File: src/rtl/uart_tx.sv
`default_nettype none
// ============================================================================
// Module   : uart_tx
// Purpose  : 8N1 UART transmitter with a small byte FIFO. Bytes pushed from
//            the bus side are queued, then serialised LSB first on txd using
//            an external oversampling tick (TICKS_PER_BIT ticks per bit).
// Ports    : clk        - system clock, rising edge
//            reset      - asynchronous, active-high reset
//            tick       - one-cycle baud enable pulse (TICKS_PER_BIT x baud)
//            tx_data    - byte to queue
//            tx_valid   - tx_data valid; accepted when tx_ready is also high
//            tx_ready   - FIFO has room for another byte
//            txd        - serial line, idle high, registered
//            busy       - serialiser is sending a frame
//            fifo_level - bytes queued, not counting the byte being shifted
// Revision : 1.0 - initial release
// ============================================================================
module uart_tx #(
    parameter int TICKS_PER_BIT = 4,
    parameter int FIFO_DEPTH    = 4
) (
    input  logic                              clk,
    input  logic                              reset,
    input  logic                              tick,
    input  logic [7:0]                        tx_data,
    input  logic                              tx_valid,
    output logic                              tx_ready,
    output logic                              txd,
    output logic                              busy,
    output logic [$clog2(FIFO_DEPTH+1)-1:0]   fifo_level
);

    localparam int LVL_W = $clog2(FIFO_DEPTH + 1);
    localparam int PTR_W = $clog2(FIFO_DEPTH);
    localparam int CNT_W = $clog2(TICKS_PER_BIT);

    localparam logic [CNT_W-1:0] c_TICK_LAST = CNT_W'(TICKS_PER_BIT - 1);
    localparam logic [LVL_W-1:0] c_FULL      = LVL_W'(FIFO_DEPTH);

    typedef enum logic [1:0] {
        S_IDLE  = 2'd0,
        S_START = 2'd1,
        S_DATA  = 2'd2,
        S_STOP  = 2'd3
    } state_t;

    // Registered state
    state_t             state_q,    state_d;
    logic [CNT_W-1:0]   tick_cnt_q, tick_cnt_d;
    logic [2:0]         bit_cnt_q,  bit_cnt_d;
    logic [7:0]         shreg_q,    shreg_d;
    logic               txd_q,      txd_d;
    logic               busy_q,     busy_d;
    logic [PTR_W-1:0]   wr_ptr_q,   wr_ptr_d;
    logic [PTR_W-1:0]   rd_ptr_q,   rd_ptr_d;
    logic [LVL_W-1:0]   level_q,    level_d;
    logic [7:0]         mem_q [FIFO_DEPTH];
    logic [7:0]         mem_d [FIFO_DEPTH];

    // Combinational helpers
    logic               w_push;
    logic               w_pop;
    logic               w_tick_end;
    logic               w_have;

    assign tx_ready   = (level_q != c_FULL);
    assign fifo_level = level_q;
    assign txd        = txd_q;
    assign busy       = busy_q;

    always_comb begin
        w_push     = tx_valid && tx_ready;
        w_tick_end = tick && (tick_cnt_q == c_TICK_LAST);
        // The serialiser only sees registered level, so a push is not
        // poppable until the following cycle (no bypass).
        w_have     = (level_q != '0);
        w_pop      = 1'b0;

        state_d    = state_q;
        tick_cnt_d = tick_cnt_q;
        bit_cnt_d  = bit_cnt_q;
        shreg_d    = shreg_q;
        txd_d      = txd_q;

        if (tick) begin
            case (state_q)
                S_IDLE: begin
                    if (w_have) begin
                        w_pop      = 1'b1;
                        shreg_d    = mem_q[rd_ptr_q];
                        txd_d      = 1'b0;
                        tick_cnt_d = '0;
                        state_d    = S_START;
                    end
                end
                S_START: begin
                    if (w_tick_end) begin
                        txd_d      = shreg_q[0];
                        shreg_d    = {1'b0, shreg_q[7:1]};
                        bit_cnt_d  = 3'd0;
                        tick_cnt_d = '0;
                        state_d    = S_DATA;
                    end else begin
                        tick_cnt_d = tick_cnt_q + CNT_W'(1);
                    end
                end
                S_DATA: begin
                    if (w_tick_end) begin
                        tick_cnt_d = '0;
                        if (bit_cnt_q == 3'd7) begin
                            txd_d   = 1'b1;
                            state_d = S_STOP;
                        end else begin
                            txd_d     = shreg_q[0];
                            shreg_d   = {1'b0, shreg_q[7:1]};
                            bit_cnt_d = bit_cnt_q + 3'd1;
                        end
                    end else begin
                        tick_cnt_d = tick_cnt_q + CNT_W'(1);
                    end
                end
                S_STOP: begin
                    if (w_tick_end) begin
                        tick_cnt_d = '0;
                        // Chain straight into the next start bit when more
                        // data is queued, so frames leave with no idle gap.
                        if (w_have) begin
                            w_pop   = 1'b1;
                            shreg_d = mem_q[rd_ptr_q];
                            txd_d   = 1'b0;
                            state_d = S_START;
                        end else begin
                            state_d = S_IDLE;
                        end
                    end else begin
                        tick_cnt_d = tick_cnt_q + CNT_W'(1);
                    end
                end
                default: begin
                    txd_d   = 1'b1;
                    state_d = S_IDLE;
                end
            endcase
        end

        busy_d = (state_d != S_IDLE);

        // FIFO bookkeeping; pointers wrap naturally (depth is a power of two)
        mem_d = mem_q;
        if (w_push) begin
            mem_d[wr_ptr_q] = tx_data;
        end
        wr_ptr_d = wr_ptr_q + (w_push ? PTR_W'(1) : PTR_W'(0));
        rd_ptr_d = rd_ptr_q + (w_pop  ? PTR_W'(1) : PTR_W'(0));
        level_d  = level_q;
        case ({w_push, w_pop})
            2'b10:   level_d = level_q + LVL_W'(1);
            2'b01:   level_d = level_q - LVL_W'(1);
            default: level_d = level_q;
        endcase
    end

    always_ff @(posedge clk or posedge reset) begin
        if (reset) begin
            state_q    <= S_IDLE;
            tick_cnt_q <= '0;
            bit_cnt_q  <= 3'd0;
            shreg_q    <= 8'd0;
            txd_q      <= 1'b1;
            busy_q     <= 1'b0;
            wr_ptr_q   <= '0;
            rd_ptr_q   <= '0;
            level_q    <= '0;
        end else begin
            state_q    <= state_d;
            tick_cnt_q <= tick_cnt_d;
            bit_cnt_q  <= bit_cnt_d;
            shreg_q    <= shreg_d;
            txd_q      <= txd_d;
            busy_q     <= busy_d;
            wr_ptr_q   <= wr_ptr_d;
            rd_ptr_q   <= rd_ptr_d;
            level_q    <= level_d;
        end
    end

    // Storage needs no reset: the cleared level/pointers make it unreadable.
    always_ff @(posedge clk) begin
        mem_q <= mem_d;
    end

endmodule
`default_nettype wire

File: config.mk
export PLATFORM = sky130hd
export DESIGN_NAME = uart_tx
export DESIGN_NICKNAME = d
export VERILOG_FILES = /design/src/rtl/uart_tx.sv
export SDC_FILE = /design/constraint.sdc
export NUM_CORES = 1
export LEC_CHECK = 0
export CAP_MARGIN = 20
export CELL_PAD_IN_SITES_DETAIL_PLACEMENT = 0
export CELL_PAD_IN_SITES_GLOBAL_PLACEMENT = 1
export CORE_ASPECT_RATIO = 1.2
export CORE_UTILIZATION = 48
export DETAILED_ROUTE_END_ITERATION = 16
export PLACE_DENSITY = 0.8
export SYNTH_ARGS = -nofsm -noshare
export SYNTH_HDL_FRONTEND = slang
export SYNTH_SLANG_ARGS = --single-unit
File: constraint.sdc
create_clock -name clk -period 3.1 [get_ports clk]
set_input_delay 0.62 -clock clk [delete_from_list [all_inputs] [get_ports clk]]
set_output_delay 0.62 -clock clk [all_outputs]
set_load 0.02 [all_outputs]
==> results.md, run 1 <==
* Status: completed
* Starting Density at 50.6%
* GRT Util Overall at 17.0%
* Post-synthesis adder-cell area fraction at 6.22%
* Crit path time final at 2.66 ns
* WP data required at 3.34 ns
* Drt first-iter violations at 63
* CP max stage delay at 0.54 ns
* Largest net degree at the start of global routing at 25
* Yosys cell types at 46
* Total gr overflow at 0
* CP Cell Sequence: inv_1 -> ha_1 -> nor4b_1 -> ha_1 -> inv_1 -> fa_1 -> xor2_1 -> nor2_1 -> xor2_1
* Highest routed layer: met4
* Synth Area in Simple Gates at 7.11%
* Routed wire length per instance at 16.4 um
* Hold buffers post-CTS at 0
* Vias per cell at 5.61
* Metal3 WL at 104 um
* Metal2 WL at 2350 um
* Top Family by Delay on Critical Path: adder cells
* # H-tree levels at 2
* Setup WS post-layout at 0.442 ns
* Post-CTS sizing at 0
* Final hold vios at 0
* Final period util at 85.7%
* Clock Tree Buf Depth at 2
* Via Count at 1431
* FILL cells at 413
* IO buf count at 17
* Netlist area before placement at 0.00253 mm^2
* Async SR Flop Fraction at 42.9%
* Root Buffer: clkbuf_8
* Crit path arrival time at 2.89 ns
* RePlAce Congestion at 0.769
* CTS tree: built
* YS warnings at 0
* Hold Crit Class: flop to flop
* Max FO, Critical Path at 4
* Worst Tran Pin Value at 0.940 ns
* Number of nets with antenna violations after routing at 0
* Top-Level Pins at 18
* Slew headroom at 37.3%
* Number of max-cap violations at 0
* Clock skew at 0.00702 ns
* CP max stage cell: nor4b_1
* Setup violators final at 0
* FF+latch count, synth at 56
* Num rows at 28
* CP Buf/Inv Count at 2
* Mapped Nets at 196
* First-pass GRT wire length at 6600 um
* Number of buffers created by CTS at 5
* # DRC at 0
* Number of synthesized flops with an enable pin at 32
* Antenna Diode Count at 0
* First-pass detailed-route iteration total at 4
* Startpoint type of the worst setup path: flop
* Number of global-route vias before repair at 1451
* NumNets Final at 218
* Main combinational cell family by area after synthesis: multiplexers
* Total negative slack at 0 ns
* Layout cell share with drive strength beyond 1 at 14.4%
* Prevailing post-synth register cell: edfxtp_1
* Post-DP HPWL at 3020 um
* Clock Latency Late Sink at 0.30 ns
* Max frequency at 0.376 GHz
* Xor and xnor area share after synthesis at 1.73%
* Crit Path Category: flop to flop
* Final slew viol count at 0
* Syn Area/Cell at 14.7 um^2
* Die Y at 81.6 um
* Metal1 wirelength at 1680 um
* Setup bufs post-CTS at 0
* Initial antenna violation count at 0
* Die Width at 68.3 um
* Clk sinks at 56
* Mux cell area share after synthesis at 12.4%
* Leak pwr at 0.00113 uW
* DRT Wirelength at 4190 um
* Synth Area in Compound Gates at 7.80%
* Critical Path Sink Type: flop
* Core area at 0.00501 mm^2
* PwrDens at 957 mW/mm^2
* Mapped Cells at 172
* RSZ-0062 raised after global routing: no
* Reg clk slew, reported paths at 0.09 ns
* Die Area at 0.00558 mm^2
* Peak supply drop at 0.463 mV
* Syn-to-layout area delta at 13.8%
* Pre-CTS setup slack at 0.352 ns
* Seq/Total Area, Yosys at 61.6%
per-layer routing:
metal	GRT usage [%]	vias to the layer above
li1	-	680
met1	17.7	719
met2	32.0	25
met3	3.75	7
met4	6.67	0
met5	0	-
metrics by stage:
stage               hold WS [ns]  power (uW)  area (um^2)  cells  util, %
finish                     0.528        2760         2880    255     57.6
global route               0.558        2930         2880    255     57.6
CTS                        0.536        2790         2880    255     57.6
detailed placement         0.514        2320         2770    247     55.3
global placement           0.494        2260         2770    247     55.3
floorplan                  0.473        2030         2530    172        -
worst register-to-register path, stage by stage (launching register included):
cell and delay, ns:
dfrtp_1 0.43, inv_1 0.10, ha_1 0.37, nor4b_1 0.54, ha_1 0.29, inv_1 0.06
fa_1 0.37, xor2_1 0.15, nor2_1 0.13, xor2_1 0.15
synth_stat cells (2+ instances only):
cell type,count,area [um^2]
nor3_1,3,15.0
a21oi_1,14,70.1
nor3b_1,2,15.0
nor2b_1,2,12.5
buf_2,2,10.0
ha_1,11,138
dfrtp_1,23,576
nor2_1,4,15.0
edfxtp_1,32,961
nand2_1,12,45.0
xor2_1,4,35.0
nand3_1,2,10.0
mux2i_1,10,100
mux2_2,3,33.8
mux4_2,8,180
inv_1,10,37.5
power breakdown:
group / switching [uW] / total, uW / internal [uW]
registers: 198 / 1230 / 1030
clock network: 225 / 464 / 239
logic: 548 / 1070 / 518
total: 970 / 2760 / 1790
final timing paths:
kind / start / cells after the start / slack (ns) / endpoint
hold / removal: tick_cnt_q[1]$_DFFE_PP0P_ / 1 / 0.53 / tick_cnt_q[1]$_DFFE_PP0P_
max in group asynchronous: reset / 2 / 1.68 / shreg_q[7]$_DFFE_PP0P_
setup reg to reg: state_q[0]$_DFF_PP0_ / 9 / 0.44 / fifo_level[2]$_DFFE_PP0P_
hold reg to reg: tick_cnt_q[1]$_DFFE_PP0P_ / 1 / 0.53 / tick_cnt_q[1]$_DFFE_PP0P_
min in group asynchronous: reset / 2 / 0.84 / fifo_level[0]$_DFFE_PP0P_
setup / recovery: state_q[0]$_DFF_PP0_ / 9 / 0.44 / fifo_level[2]$_DFFE_PP0P_
layout by cell type, fill, tap and decap left out, types with 5 or more instances in the layout:
cell              n
nand2_1          12
a21oi_1          14
clkdlybuf4s50_1  17
inv_1            10
edfxtp_1         32
mux2i_1          10
ha_1             11
clkbuf_8          5
mux4_2            8
dfrtp_1          23
flip-flops by register name, indices dropped and copies added, names as in the netlist, 2 cells and up:
signal	flops
fifo_level	3
shreg_q	8
bit_cnt_q	3
wr_ptr_q	2
rd_ptr_q	2
mem_q	32
tick_cnt_q	2
state_q	2
logic make-up (layout without fill, tap and decap cells):
| group | Yosys count | count (layout) |
|---|---|---|
| and+or+nand+nor | 33 | 33 |
| AOI/OAI and AO/OA | 28 | 28 |
| xor gates and xnor gates | 5 | 5 |
| muxes | 21 | 21 |
| adders and majority gates | 12 | 12 |
| buffers and inverters | 17 | 40 |
| DFF | 56 | 56 |
cell type report:
| class | instances | area [um^2] | share of cell area (%) |
|---|---|---|---|
| sequential | 56 | 1560 | 54.2 |
| multi-input combinational | 99 | 893 | 31.0 |
| timing repair buffer | 21 | 200 | 6.94 |
| tap | 60 | 75.1 | 2.60 |
| clock buffer | 5 | 68.8 | 2.39 |
| clock inverter | 3 | 42.5 | 1.48 |
| inverter | 11 | 41.3 | 1.43 |
(Power assumes the default switching activity.)
==> run 2: changes to the inputs <==
- TNS_END_PERCENT: not set -> 20
==> results of run 2 <==
Same layout as run 1: the final DEF is identical, and so are final timing and power.
==> run 3: changes to the inputs <==
--- a/config.mk
+++ b/config.mk
@@ -6,4 +6,5 @@
 export NUM_CORES = 1
 export LEC_CHECK = 0
+export ABC_CLOCK_PERIOD_IN_PS = 3100
 export CAP_MARGIN = 20
 export CELL_PAD_IN_SITES_DETAIL_PLACEMENT = 0
==> constraint.sdc (replaced) <==
create_clock -name clk -period 3.1 [get_ports clk]
set_input_delay 0.31 -clock clk [delete_from_list [all_inputs] [get_ports clk]]
set_output_delay 0.31 -clock clk [all_outputs]
set_load 0.02 [all_outputs]
==> run 3 against run 2 <==
Clock skew is 0.00065 ns higher. Hold slack worse by 0.018 ns. Die area stayed put. Cell count is 0.39% lower. First-iteration DRC count is 37% lower. Largest cell class unchanged. Highest routed layer unchanged. Worst setup slack better by 0.031 ns. Combinational power hardly changed.
==> results.md, run 3 (synthesis results as in run 1) <==
* Final hold vios at 0 (unchanged)
* Num rows at 28 (unchanged)
* WP data required at 3.34 ns (about the same)
* Top-Level Pins at 18 (unchanged)
* CP Cell Sequence: inv_1 -> ha_1 -> nor4b_1 -> ha_1 -> inv_1 -> fa_1 -> xor2_1 -> nor2_1 -> xor2_1
* Max FO, Critical Path at 4 (unchanged)
* Drt first-iter violations at 40 (-37%)
* Number of global-route vias before repair at 1457 (+0.41%)
* Clock Tree Buf Depth at 2 (unchanged)
* PwrDens at 953 mW/mm^2 (-0.39%)
* Most common cell after layout, fill and taps aside: edfxtp_1
* Sequential Power Share at 44.9% (+0.3 points)
* # H-tree levels at 2 (unchanged)
* Slew headroom at 37.5% (+0.20 points)
* NetSw at 994 uW (+2.5%)
* Internal power at 1740 uW (-2.9%)
* Worst Tran Pin Value at 0.937 ns (-0.00297 ns)
* # DRC at 0 (unchanged)
* Max frequency at 0.381 GHz (+1.2%)
* CP max stage delay at 0.54 ns (about the same)
* First-pass GRT wire length at 7060 um (+6.9%)
* Number of nets with antenna violations after routing at 0 (unchanged)
* Clock Latency Late Sink at 0.31 ns (about the same)
* Commonest cells after routing, fill and taps aside: edfxtp_1, dfrtp_1, clkdlybuf4s50_1
* Starting Density at 50.6% (unchanged)
* Layout cell share with drive strength beyond 1 at 14.4% (+0.074 points)
* Top reg by flops: mem_q
* Routed wire length per instance at 16.8 um (+2.5%)
* Status: completed
* Die Width at 68.3 um (unchanged)
* Crit path time final at 2.63 ns (-0.0308 ns)
* Setup bufs post-CTS at 0 (unchanged)
* Core Util, Final at 57.2% (-0.37 points)
* CP Buf/Inv Count at 2 (unchanged)
* Final slew viol count at 0 (unchanged)
* Syn-to-layout area delta at 13.0%
* RePlAce Congestion at 0.790 (+2.8%)
* CP max stage cell: nor4b_1
* Max reg flops at 32 (unchanged)
* Multi-input logic area at 893 um^2 (unchanged)
* Hold buffers post-CTS at 0 (unchanged)
* Gate power share at 39.5% (+0.9 points)
* Largest net degree at the start of global routing at 25 (unchanged)
* Crit path arrival time at 2.87 ns (-0.02 ns)
* Startpoint type of the worst setup path: flop
* Number of max-cap violations at 0 (unchanged)
* NumNets Final at 217 (-0.46%)
* Clk sinks at 56 (unchanged)
* Crit Path Category: flop to flop
* DRT Wirelength at 4280 um (+2.1%)
* CP startpoint: state_q[0]$_DFF_PP0_
* FILL cells at 403 (-2.4%)
* RSZ-0062 raised after global routing: no
* Top Family by Delay on Critical Path: adder cells
* Finished Layout Cells at 254 (-0.39%)
* Post-DP HPWL at 3070 um (+1.5%)
* Total negative slack at 0 ns (unchanged)
* CTS tree: built
* Hold Crit Class: input pin to async pin
* Clock skew at 0.00767 ns (+0.000650 ns)
* Peak supply drop at 0.453 mV (-2.1%)
* Reg area at 0.00156 mm^2 (unchanged)
* Switch share at 36.4% (+1.2 points)
* IO buf count at 17 (unchanged)
* Clock power frac at 15.6% (-1.2 points)
* Number of buffers created by CTS at 5 (unchanged)
* Initial antenna violation count at 0 (unchanged)
* Total gr overflow at 0 (unchanged)
* Root Buffer: clkbuf_8
* Antenna Diode Count at 0 (unchanged)
* Vias per cell at 5.55 (-1.1%)
* Die Y at 81.6 um (unchanged)
* Final period util at 84.7% (-0.99 points)
* Leak pwr at 0.00112 uW (-0.74%)
* Top flop regs: mem_q (32), shreg_q (8)
* Die Area at 0.00558 mm^2 (unchanged)
* Reg clk slew, reported paths at 0.10 ns (about the same)
* R2R Path Start: state_q[0]$_DFF_PP0_
* First-pass detailed-route iteration total at 4 (unchanged)
* Core area at 0.00501 mm^2 (unchanged)
* Setup violators final at 0 (unchanged)
* Critical Path Sink Type: flop
* Via Count at 1410 (-1.5%)
* GRT Util Overall at 17.9% (+0.98 points)
* Placed Cells at 246 (-0.40%)
* Post-CTS sizing at 0 (unchanged)
-- run 3: cell types whose count changed in the layout (fill, tap and decap cells not counted), sizes merged --
cell | previous run | this run
clkbuf | 5 | 6
clkinv | 2 | 0
buf | 4 | 3
bufinv | 1 | 0
inv | 11 | 13
-- run 3: power groups by stage --
| stage | combinational (uW) | sequential [uW] | clock, uW |
|---|---|---|---|
| after detailed placement | 1090 | 1250 | 0 |
| after floorplan | 842 | 1190 | 0 |
| after CTS | 1090 | 1230 | 432 |
| final | 1080 | 1230 | 425 |
| after global routing | 1180 | 1260 | 468 |
| after global placement | 1040 | 1220 | 0 |
-- run 3: final timing paths --
| kind | to | slack [ns] | cells after the start |
|---|---|---|---|
| setup / recovery | fifo_level[2]$_DFFE_PP0P_ | 0.47 | 9 |
| hold / removal | wr_ptr_q[0]$_DFF_PP0_ | 0.51 | 2 |
| setup reg to reg | fifo_level[2]$_DFFE_PP0P_ | 0.47 | 9 |
| hold reg to reg | tick_cnt_q[1]$_DFFE_PP0P_ | 0.52 | 1 |
| max in group asynchronous | tick_cnt_q[0]$_DFFE_PP0P_ | 2.02 | 2 |
| min in group clk | tick_cnt_q[1]$_DFFE_PP0P_ | 0.52 | 1 |
-- run 3: layout make-up --
cell class / instances / area share, %
clock buffers: 6 / 2.88
clock inverters: 2 / 0.611
inverters: 11 / 1.44
multi-input cells: 99 / 31.2
flip-flops and latches: 56 / 54.5
well taps: 60 / 2.62
repair buffers: 20 / 6.72
-- run 3: per-stage QoR --
stage / setup slack, ns / power, uW / cell area [um^2] / hold slack, ns
after CTS: 0.517 / 2760 / 2870 / 0.527
after global routing: 0.266 / 2910 / 2870 / 0.551
after detailed placement: 0.531 / 2330 / 2770 / 0.506
final: 0.473 / 2730 / 2870 / 0.510
after floorplan: 0.815 / 2030 / 2530 / 0.324
after global placement: 0.621 / 2260 / 2770 / 0.494
-- run 3: layer usage --
layer  part of all wire, %  routed length (um)  global-route usage, %
met2                    55                2350                   32.9
met5                     0                   0                      0
met1                    41                1750                   20.3
met4                   1.1                  48                   5.63
met3                   3.1                 133                   3.75
-- run 3: worst reg2reg max path: cells and delay by family, from the launching register on --
family	cells	cell delay, ns
fa+ha+maj	3	1.02
flops	1	0.42
simple gates	2	0.65
xor+xnor	2	0.29
buf+inv	2	0.17
